<file path="src/rtl/atto_pkg.sv">
// Shared definitions for the PE network interface.
// Holds the flit geometry, the field offsets inside a flit, the flit
// payload struct, a flit packing helper and the transmit FSM encoding.
package atto_pkg;

   localparam int unsigned PKT_W       = 48;
   localparam int unsigned PAYLOAD_W   = 40;
   localparam int unsigned COORD_W     = 4;

   localparam int unsigned PAYLOAD_LSB = 0;
   localparam int unsigned Y_LSB       = PAYLOAD_W;
   localparam int unsigned X_LSB       = PAYLOAD_W + COORD_W;

   // Flit as seen on the router PE inport: {x, y, payload}.
   typedef struct packed {
      logic [COORD_W-1:0]   x;
      logic [COORD_W-1:0]   y;
      logic [PAYLOAD_W-1:0] payload;
   } flit_t;

   typedef enum logic [0:0] {
      TX_IDLE     = 1'b0,
      TX_WAIT_ACK = 1'b1
   } tx_state_e;

   // Places the destination and payload at their offsets in a flit.
   function automatic flit_t pack_flit(input logic [COORD_W-1:0]   x,
                                       input logic [COORD_W-1:0]   y,
                                       input logic [PAYLOAD_W-1:0] payload);
      logic [PKT_W-1:0] f;
      f = '0;
      f[X_LSB +: COORD_W]           = x;
      f[Y_LSB +: COORD_W]           = y;
      f[PAYLOAD_LSB +: PAYLOAD_W]   = payload;
      return flit_t'(f);
   endfunction

endpackage

</file>
<file path="src/rtl/pe_rx_fifo.sv">
// Receive FIFO between the router PE outport and the processing element.
// Ports:
//   clk, rst      clock, synchronous active-high reset
//   push, pop     push request (new flit), pop request (PE consumes head)
//   din           data to push
//   head          registered FIFO head (0 when empty)
//   valid         registered, head holds a queued entry
//   full          registered, all DEPTH entries occupied
//   overflow      sticky, a push was dropped because the FIFO was full
module pe_rx_fifo #(
   parameter int unsigned DEPTH = 4,
   parameter int unsigned WIDTH = 40
) (
   input  logic             clk,
   input  logic             rst,
   input  logic             push,
   input  logic             pop,
   input  logic [WIDTH-1:0] din,
   output logic [WIDTH-1:0] head,
   output logic             valid,
   output logic             full,
   output logic             overflow
);

   localparam int unsigned AW = $clog2(DEPTH);
   localparam int unsigned CW = AW + 1;

   logic [WIDTH-1:0] mem [DEPTH];
   logic [AW-1:0]    rd_ptr_q;
   logic [AW-1:0]    wr_ptr_q;
   logic [CW-1:0]    count_q;

   logic             do_pop;
   logic             do_push;
   logic [CW-1:0]    count_next;
   logic [CW-1:0]    remain;
   logic [AW-1:0]    rd_ptr_next;
   logic [WIDTH-1:0] head_next;

   // A pop frees a slot in the same cycle, so a full FIFO still accepts a push.
   always_comb begin
      do_pop      = pop && (count_q != '0);
      do_push     = push && ((count_q != CW'(DEPTH)) || do_pop);
      count_next  = count_q + CW'(do_push) - CW'(do_pop);
      remain      = count_q - CW'(do_pop);
      rd_ptr_next = rd_ptr_q + AW'(do_pop);
      head_next   = '0;
      if (count_next == '0) begin
         head_next = '0;
      end else if (remain == '0) begin
         // Nothing older left: the incoming word becomes the head.
         head_next = din;
      end else begin
         head_next = mem[rd_ptr_next];
      end
   end

   // Storage array, no reset needed.
   always_ff @(posedge clk) begin
      if (do_push) begin
         mem[wr_ptr_q] <= din;
      end
   end

   // Pointers, occupancy and registered status.
   always_ff @(posedge clk) begin
      if (rst) begin
         rd_ptr_q <= '0;
         wr_ptr_q <= '0;
         count_q  <= '0;
         head     <= '0;
         valid    <= 1'b0;
         full     <= 1'b0;
         overflow <= 1'b0;
      end else begin
         rd_ptr_q <= rd_ptr_next;
         wr_ptr_q <= wr_ptr_q + AW'(do_push);
         count_q  <= count_next;
         head     <= head_next;
         valid    <= (count_next != '0);
         full     <= (count_next == CW'(DEPTH));
         overflow <= overflow | (push & ~do_push);
      end
   end

endmodule

</file>
<file path="src/rtl/pe_network_interface.sv">
// PE-side endpoint of the router PE port.
// Transmit: packs {x, y, payload} into a flit, signals it by toggling the
// differential pair and waits for the router ack, re-toggling on timeout.
// Receive: detects toggles on the router outport pair and queues payloads.
// Ports:
//   clka, rsta                     clock, synchronous active-high reset
//   tx_valid_din, tx_*_din         packet offered by the PE
//   tx_ready_dout                  interface idle, packet can be accepted
//   channel_dout, diff_pair_dout   flit and toggle {t, ~t} to the router
//   r2pe_ack_din                   router accepted the flit (pulse)
//   channel_din, diff_pair_din     payload and toggle from the router
//   rx_valid_dout, rx_payload_dout FIFO head towards the PE
//   rx_ready_din                   PE pops the head
//   rx_overflow_dout               sticky, a received flit was dropped
//   tx_retry_count_dout            saturating retransmission count
module pe_network_interface
   import atto_pkg::*;
#(
   parameter int unsigned RX_DEPTH    = 4,
   parameter int unsigned ACK_TIMEOUT = 15
) (
   input  logic                 clka,
   input  logic                 rsta,
   input  logic                 tx_valid_din,
   input  logic [COORD_W-1:0]   tx_x_dest_din,
   input  logic [COORD_W-1:0]   tx_y_dest_din,
   input  logic [PAYLOAD_W-1:0] tx_payload_din,
   output logic                 tx_ready_dout,
   output logic [PKT_W-1:0]     channel_dout,
   output logic [1:0]           diff_pair_dout,
   input  logic                 r2pe_ack_din,
   input  logic [PAYLOAD_W-1:0] channel_din,
   input  logic [1:0]           diff_pair_din,
   output logic                 rx_valid_dout,
   output logic [PAYLOAD_W-1:0] rx_payload_dout,
   input  logic                 rx_ready_din,
   output logic                 rx_overflow_dout,
   output logic [7:0]           tx_retry_count_dout
);

   localparam int unsigned TW = $clog2(ACK_TIMEOUT);

   tx_state_e     state_q;
   logic [TW-1:0] timer_q;
   flit_t         channel_q;
   logic [1:0]    diff_q;
   logic [7:0]    retry_q;
   logic          t_rx_q;
   logic          rx_new_c;
   logic          rx_full_unused;

   // Transmit FSM: accept, toggle, wait for ack, re-toggle every ACK_TIMEOUT.
   // An ack always takes priority over a coincident timeout.
   always_ff @(posedge clka) begin
      if (rsta) begin
         state_q   <= TX_IDLE;
         timer_q   <= '0;
         channel_q <= '0;
         diff_q    <= 2'b01;
         retry_q   <= '0;
      end else begin
         case (state_q)
            TX_IDLE: begin
               if (tx_valid_din) begin
                  channel_q <= pack_flit(tx_x_dest_din, tx_y_dest_din, tx_payload_din);
                  diff_q    <= ~diff_q;
                  timer_q   <= '0;
                  state_q   <= TX_WAIT_ACK;
               end
            end
            TX_WAIT_ACK: begin
               if (r2pe_ack_din) begin
                  state_q <= TX_IDLE;
               end else if (timer_q == TW'(ACK_TIMEOUT - 1)) begin
                  diff_q  <= ~diff_q;
                  timer_q <= '0;
                  if (retry_q != 8'hFF) begin
                     retry_q <= retry_q + 8'd1;
                  end
               end else begin
                  timer_q <= timer_q + TW'(1);
               end
            end
            default: state_q <= TX_IDLE;
         endcase
      end
   end

   assign tx_ready_dout       = (state_q == TX_IDLE);
   assign channel_dout        = channel_q;
   assign diff_pair_dout      = diff_q;
   assign tx_retry_count_dout = retry_q;

   // A new flit is a valid {t, ~t} encoding whose t differs from the last one.
   assign rx_new_c = (diff_pair_din[1] ^ diff_pair_din[0]) && (diff_pair_din[1] != t_rx_q);

   // Receive toggle tracker; updated even when the flit is dropped.
   always_ff @(posedge clka) begin
      if (rsta) begin
         t_rx_q <= 1'b0;
      end else if (rx_new_c) begin
         t_rx_q <= diff_pair_din[1];
      end
   end

   // Drop-on-full is decided inside the FIFO, so its full flag is not needed here.
   pe_rx_fifo #(
      .DEPTH (RX_DEPTH),
      .WIDTH (PAYLOAD_W)
   ) u_rx_fifo (
      .clk      (clka),
      .rst      (rsta),
      .push     (rx_new_c),
      .pop      (rx_ready_din),
      .din      (channel_din),
      .head     (rx_payload_dout),
      .valid    (rx_valid_dout),
      .full     (rx_full_unused),
      .overflow (rx_overflow_dout)
   );

endmodule

</file>
<file path="config.mk">
export PLATFORM = sky130hd
export DESIGN_NAME = pe_network_interface
export DESIGN_NICKNAME = d
export VERILOG_FILES = /design/src/rtl/atto_pkg.sv /design/src/rtl/pe_rx_fifo.sv /design/src/rtl/pe_network_interface.sv
export SDC_FILE = /design/constraint.sdc
export NUM_CORES = 1
export LEC_CHECK = 0
export ABC_AREA = 1
export BUFFER_PORTS_ARGS = -buffer_cell sky130_fd_sc_hd__clkbuf_2
export CORE_UTILIZATION = 45
export DETAILED_ROUTE_END_ITERATION = 8
export HOLD_SLACK_MARGIN = 0.03
export PLACE_DENSITY = 0.67
export SYNTH_ARGS = -nofsm -noshare
export SYNTH_HDL_FRONTEND = slang
export SYNTH_SLANG_ARGS = --single-unit
</file>
<file path="constraint.sdc">
create_clock -name clka -period 5.8 [get_ports clka]
set_clock_uncertainty 0.15 [all_clocks]
set_input_delay 0.29 -clock clka [delete_from_list [all_inputs] [get_ports clka]]
set_output_delay 0.29 -clock clka [all_outputs]
set_load 0.005 [all_outputs]
</file>
==> metrics.yaml, run 1 <==
outcome:
  status: "finished, final reports clean"
drt:
  avgRoutedWirePerCell_um: 14.7
  dr_wl_met3_um: 1570
  met2WireLength_um: 12300
  dr.max_layer_used: "met4"
  drtPass1Iterations: 5
  drc: 0
  wl_um: 24900
  ant_nets: 0
  vias: 8195
  viasPerCell: 4.83
  drtIter0Drc: 366
  wl_met1_um: 10500
cts:
  cts.htree.levels: 1
  cts_hold_buf: 96
  clk_pin_slew_ns: 0.06
  clkLatencyLatePin_ns: 0.55
  cts-buffers-inserted: 29
  ctsRootBufferMaster: "clkbuf_16"
  clk_path_buf_depth: 3
  tritoncts: "yes"
  cts_resized: 0
  post_cts_buffers: 0
  cts.sink_count: 273
setup_path:
  worstSetupPathType: "in -> reg"
  max_stage_delay_ns: 0.56
  critPathArrivalTime_ns: 3.88
  crit_path_end_kind: "register"
  critPathRequiredTime_ns: 6.12
  worstPathCellList: "dlygate4sd3_1, clkbuf_2, nand2_1, dlygate4sd3_1, nand2_1, nand2_1, or2_2, inv_1, ha_1, inv_1, fa_1, nand2_1, nand3b_1, buf_4, nand2_1, nor2_1"
  slowest_stage: "dlygate4sd3_1"
  critPathTopFamily: "buffers and inverters"
  worstSetupStartpointType: "primary input"
  cp_num_buf_inv: 6
  worstPathMaxFanout: 38
  cp_common_cell: "nand2_1"
synth:
  synthesis.nets: 1185
  async_flop_share_pct: 0
  ys_seq_area_share_pct: 65.6
  synthCells: 1080
  synth_seq_cells: 273
  ys_types: 36
  ys_warn_count: 0
  syn_area_per_cell_sq_um: 9.97
  synth_area_sq_mm: 0.0108
  synth-edff-count: 160
  synth-main-ff-cell: "edfxtp_1"
layout:
  drive_gt1_share_pct: 21.9
  fin_util_pct: 59.6
  multiInputGateArea_sq_mm: 0.00330
  n_antenna_cell: 0
  ff_latch_area_sq_mm: 0.00707
  area_growth_pct: 29.8
  nNetsFinal: 1460
  fill_cells: 1915
global_route:
  grt_pass1_vias: 7929
  grt_pass1_wl_um: 39500
  grt_max_degree: 82
  grt-ovfl-total: 0
  grt_usage_pct: 20.5
  antenna_found_initial: 0
timing:
  timing.fmax_ghz: 0.281
  relSlewSlack_pct: 35.7
  final-hold-violation-count: 0
  final.min_clock_period_ns: 3.56
  fin_setup_tns_ns: 0
  tightest_slew_ns: 0.959
  slew_viol_final: 0
  setup_violations: 0
  rsz0062_at_grt: "no"
  period_share_pct: 61.4
  finalHoldWorstSlack_ns: 0.327
power_and_ir_drop:
  swShare_pct: 35.1
  power_frac_clock_pct: 29.5
  p_total_uw: 6680
  p_comb_share_pct: 35.2
  peakVddDrop_v: 0.000286
  pwr_density_cell_mw_per_mm2: 478
  leakage_uw: 0.00582
  p_sw_uw: 2350
  internal-power_uw: 4330
  p_seq_share_pct: 35.3
floorplanning:
  ios: 196
  start_util_pct: 45.9
  die_w_um: 157
  die_h_um: 157
  num_rows: 56
  die_area_sq_mm: 0.0246
  fp.coreArea_sq_mm: 0.0235
place:
  hpwl_um: 13700
  portBuffers: 195
  gp_congestion: 0.793
hold_path:
  hold_path.class: "reg -> reg"
job:
  maxCapViolCount: 0
[cell families (layout without fill, tap and decap cells)]
logic type	Yosys count	count (layout)	share of synthesized area (%)
simple gates	553	553	21.0
flops	273	273	65.6
compound gates	144	144	7.64
buf+inv	96	394	4.08
fa+ha+maj	10	10	1.23
xor+xnor	4	4	0.395
[metrics by stage]
step           cells  setup slack [ns]  area [sq um]
4_1_cts         1697              2.23         14000
6_report        1697              2.24         14000
3_3_place_gp    1547              2.57         12000
3_5_place_dp    1547              2.45         12000
2_1_floorplan   1080              1.54         10800
5_1_grt         1697              2.03         14000
[worst register-to-register path, cell delays in order (launching register included)]
cell	delay, ns
dfxtp_1	0.38
inv_1	0.09
a31oi_1	0.30
ha_2	0.34
buf_4	0.37
inv_2	0.50
buf_4	0.59
nand2_1	0.19
nand2_1	0.09
nand2_1	0.05
nand3_1	0.09
o21ai_0	0.09
nor2_1	0.16
[registers in the layout, summed over array words and instances, names as in the netlist, 2 cells and up]
| register | flops |
|---|---|
| channel_dout | 48 |
| diff_pair_dout | 2 |
| timer_q | 4 |
| tx_retry_count_dout | 8 |
| u_rx_fifo.count_q | 3 |
| u_rx_fifo.head | 40 |
| u_rx_fifo.mem | 160 |
| u_rx_fifo.rd_ptr_q | 2 |
| u_rx_fifo.wr_ptr_q | 2 |
[synthesized netlist by cell type (2+ instances only)]
master    count  area [sq um]
nand3_1      52           260
ha_1          9           113
buf_2        17          85.1
dfxtp_1     113          2260
buf_4         3          22.5
o21ai_0      84           420
nand3b_1      2          15.0
clkbuf_1     27           101
a21boi_0     30           225
a21oi_1      10          50.1
or2_0         4          25.0
nor2_1      196           736
xnor2_1       2          17.5
o21ai_1       8          40.0
nor3_1        6          30.0
buf_8         3          45.0
inv_2         6          22.5
edfxtp_1    160          4800
or2_2        30           188
o21bai_1      2          15.0
nand2_1     254           953
or2_1         5          31.3
a31oi_1       2          12.5
clkbuf_2      4          20.0
inv_1        32           120
buf_1         3          11.3
a21boi_1      7          52.6
[final timing paths]
kind	start	end	slack (ns)	cells past startpoint
worst max-delay path	diff_pair_din[0]	u_rx_fifo.head[13]	2.24	16
worst min-delay path	diff_pair_dout[1]	diff_pair_dout[1]	0.33	2
worst max register to register	u_rx_fifo.count_q[1]	u_rx_fifo.head[13]	2.33	12
worst min register to register	diff_pair_dout[1]	diff_pair_dout[1]	0.33	2
[final cells by class]
| type | instances | area share (%) |
|---|---|---|
| tap | 319 | 2.85 |
| timing repair buffer | 302 | 14.4 |
| clock inverter | 15 | 1.36 |
| inverter | 38 | 1.02 |
| sequential | 273 | 50.5 |
| multi-input combinational | 711 | 23.6 |
| clock buffer | 39 | 6.19 |
[power groups by stage]
stage / clock [uW] / combinational (uW) / sequential [uW]
after floorplan: 0 / 1690 / 2400
after global routing: 2100 / 2690 / 2380
after CTS: 2030 / 2390 / 2360
final: 1970 / 2350 / 2360
after global placement: 0 / 2290 / 2400
after detailed placement: 0 / 2340 / 2400
[placed cells by master, fill, tap and decap left out, types with 30 or more instances in the layout]
master and n:
inv_1 31, a21boi_0 30, dlygate4sd3_1 96, o21ai_0 84, dfxtp_1 113, edfxtp_1 160
nand3_1 52, or2_2 30, nor2_1 196, nand2_1 254, clkbuf_2 195, clkbuf_16 31
[routing by layer]
layer  GRT usage (%)  vias up
met2            37.2      262
met5               0        -
met1            24.4     3783
li1                -     4113
met3            3.85       37
met4            6.21        0
No activity file was read; power rests on OpenSTA's default activity.
==> run 2, diff against run 1 <==
==> constraint.sdc (replaced) <==
create_clock -name clka -period 3.3 [get_ports clka]
set_clock_uncertainty 0.15 [all_clocks]
set_input_delay 0.165 -clock clka [delete_from_list [all_inputs] [get_ports clka]]
set_output_delay 0.165 -clock clka [all_outputs]
set_load 0.005 [all_outputs]
==> metrics.yaml, run 2 (synthesis results as in run 1) <==
job:
  maxCapViolCount: 0  # unchanged
place:
  dp_slack_ns: 0.564  # was 2.45 ns
  placed_area_sq_mm: 0.0120  # about the same
  gp_congestion: 0.775  # was 0.793
  hpwl_um: 14300  # was 13700 um
  dp_cells: 1551  # was 1547
  portBuffers: 195  # unchanged
timing:
  rsz0062_at_grt: "no"  # unchanged
  setup_violations: 0  # unchanged
  final-hold-violation-count: 0  # unchanged
  slew_viol_final: 0  # unchanged
  timing.fmax_ghz: 0.329
  final.min_clock_period_ns: 3.04
  layout_setup_ws_ns: 0.256  # was 2.24 ns
  tightest_slew_ns: 0.838  # was 0.959 ns
  period_share_pct: 92.2
  fin_setup_tns_ns: 0  # unchanged
  relSlewSlack_pct: 44.1  # was 35.7%
cts:
  cts.htree.levels: 1  # unchanged
  post_cts_buffers: 0  # unchanged
  clk_path_buf_depth: 3  # unchanged
  cts_hold_buf: 114  # was 96
  cts.sink_count: 273  # unchanged
  cts-buffers-inserted: 29  # unchanged
  tritoncts: "yes"  # unchanged
  ctsRootBufferMaster: "clkbuf_16"  # unchanged
  cts_resized: 0  # unchanged
  clkLatencyLatePin_ns: 0.55  # about the same
  clk_pin_slew_ns: 0.06  # about the same
floorplanning:
  fp.coreArea_sq_mm: 0.0235  # unchanged
  die_w_um: 157  # unchanged
  die_h_um: 157  # unchanged
  die_area_sq_mm: 0.0246  # unchanged
  start_util_pct: 45.9  # unchanged
  num_rows: 56  # unchanged
  ios: 196  # unchanged
layout:
  final_cell_area_sq_mm: 0.0141  # was 0.0140 sq mm
  n_antenna_cell: 0  # unchanged
  layout_commonest_cell: "nand2_1"  # unchanged
  area_growth_pct: 31.1  # was 29.8%
  fill_cells: 1898  # was 1915
  top_register: "u_rx_fifo.mem"  # unchanged
  multiInputGateArea_sq_mm: 0.00330  # unchanged
  ff_latch_area_sq_mm: 0.00707  # unchanged
  final_cell_mix: "254 x nand2_1, 196 x nor2_1, 195 x clkbuf_2, 160 x edfxtp_1, 114 x dlygate4sd3_1"  # was 254 x nand2_1, 196 x nor2_1, 195 x clkbuf_2, 160 x edfxtp_1, 113 x dfxtp_1
  nNetsFinal: 1482  # was 1460
  largest_reg_flops: 160  # unchanged
  fin_util_pct: 60.2  # was 59.6%
  drive_gt1_share_pct: 21.6  # was 21.9%
  instances_no_fill: 1718  # was 1697
setup_path:
  worstPathMaxFanout: 38  # unchanged
  worstPathCellList: "dlygate4sd3_1, clkbuf_2, nand2_1, dlygate4sd3_1, nand2_1, nand2_1, or2_2, inv_1, ha_1, inv_1, fa_1, nand2_1, nand3b_1, buf_12, nand2_1, nor2_1"  # was dlygate4sd3_1, clkbuf_2, nand2_1, dlygate4sd3_1, nand2_1, nand2_1, or2_2, inv_1, ha_1, inv_1, fa_1, nand2_1, nand3b_1, buf_4, nand2_1, nor2_1
  cp_common_cell: "nand2_1"  # unchanged
  critPathArrivalTime_ns: 3.33  # was 3.88 ns
  worstSetupPathType: "in -> reg"  # unchanged
  critPathRequiredTime_ns: 3.59  # was 6.12 ns
  cp_num_buf_inv: 6  # unchanged
  crit_path_end_kind: "register"  # unchanged
  slowest_stage: "dlygate4sd3_1"  # unchanged
  critPathTopFamily: "buffers and inverters"  # unchanged
  max_stage_delay_ns: 0.56  # about the same
  r2r_slack_ns: 0.56  # was 2.33 ns
  worstSetupStartpointType: "primary input"  # unchanged
power_and_ir_drop:
  leakage_uw: 0.00592  # was 0.00582 uW
  p_sw_uw: 4170  # was 2350 uW
  internal-power_uw: 7470  # was 4330 uW
  peakVddDrop_v: 0.000665  # was 0.000286 V
  swShare_pct: 35.8  # was 35.1%
  pwr_density_cell_mw_per_mm2: 825  # was 478 mW/mm^2
  p_seq_share_pct: 35.6  # was 35.3%
  p_comb_share_pct: 36.7  # was 35.2%
  power_frac_clock_pct: 27.6  # was 29.5%
global_route:
  grt-ovfl-total: 0  # unchanged
  grt_pass1_wl_um: 42100  # was 39500 um
  grt_usage_pct: 21.7  # was 20.5%
  grt_pass1_vias: 8315  # was 7929
  grt_max_degree: 57  # was 82
  antenna_found_initial: 0  # unchanged
drt:
  drtPass1Iterations: 4  # was 5
  avgRoutedWirePerCell_um: 15.2  # was 14.7 um
  ant_nets: 0  # unchanged
  drtIter0Drc: 481  # was 366
  vias: 8455  # was 8195
  wl_um: 26100  # was 24900 um
  drc: 0  # unchanged
  viasPerCell: 4.92  # was 4.83
outcome:
  status: "finished, final reports clean"  # unchanged
hold_path:
  hold_path.class: "in -> reg"  # was reg -> reg
[run 2: path summary, 6_finish.rpt]
check | endpoint | cells after the start | from
worst min-delay path | u_rx_fifo.mem[2][26] | 2 | channel_din[26]
worst max register to register | u_rx_fifo.head[32] | 12 | u_rx_fifo.count_q[1]
worst min register to register | diff_pair_dout[1] | 2 | diff_pair_dout[1]
worst max-delay path | u_rx_fifo.head[32] | 16 | diff_pair_din[0]
[run 2: power groups by stage]
| stage | Clock, uW | Sequential, uW | Combinational (uW) |
|---|---|---|---|
| global route | 3430 | 4180 | 4910 |
| global placement | 0 | 4220 | 4110 |
| finish | 3210 | 4150 | 4280 |
| CTS | 3280 | 4150 | 4340 |
| detailed placement | 0 | 4220 | 4200 |
| floorplan | 0 | 4230 | 2970 |
[run 2: per-stage QoR]
stage	hold WS (ns)	total power [uW]
after detailed placement	0.255	8430
after global routing	0.238	12500
final	0.235	11600
after CTS	0.212	11800
after floorplan	0.114	7190
after global placement	0.250	8330
[run 2: metal layers]
| metal | vias up | part of all wire [%] | GRT usage, % |
|---|---|---|---|
| met1 | 3995 | 43 | 27.1 |
| li1 | 4154 | - | - |
| met5 | - | 0 | 0 |
| met4 | 0 | 2.3 | 6.21 |
| met2 | 261 | 49 | 38.0 |
| met3 | 45 | 6.4 | 4.46 |
[run 2: final cells by class]
cell class                      count  area share (%)
Multi-Input combinational cell    711            23.4
Clock buffer                       41            5.84
Timing Repair Buffer              324            16.1
Sequential cell                   273            50.0
Inverter                           38            1.01
Tap cell                          319            2.83
Clock inverter                     12           0.886
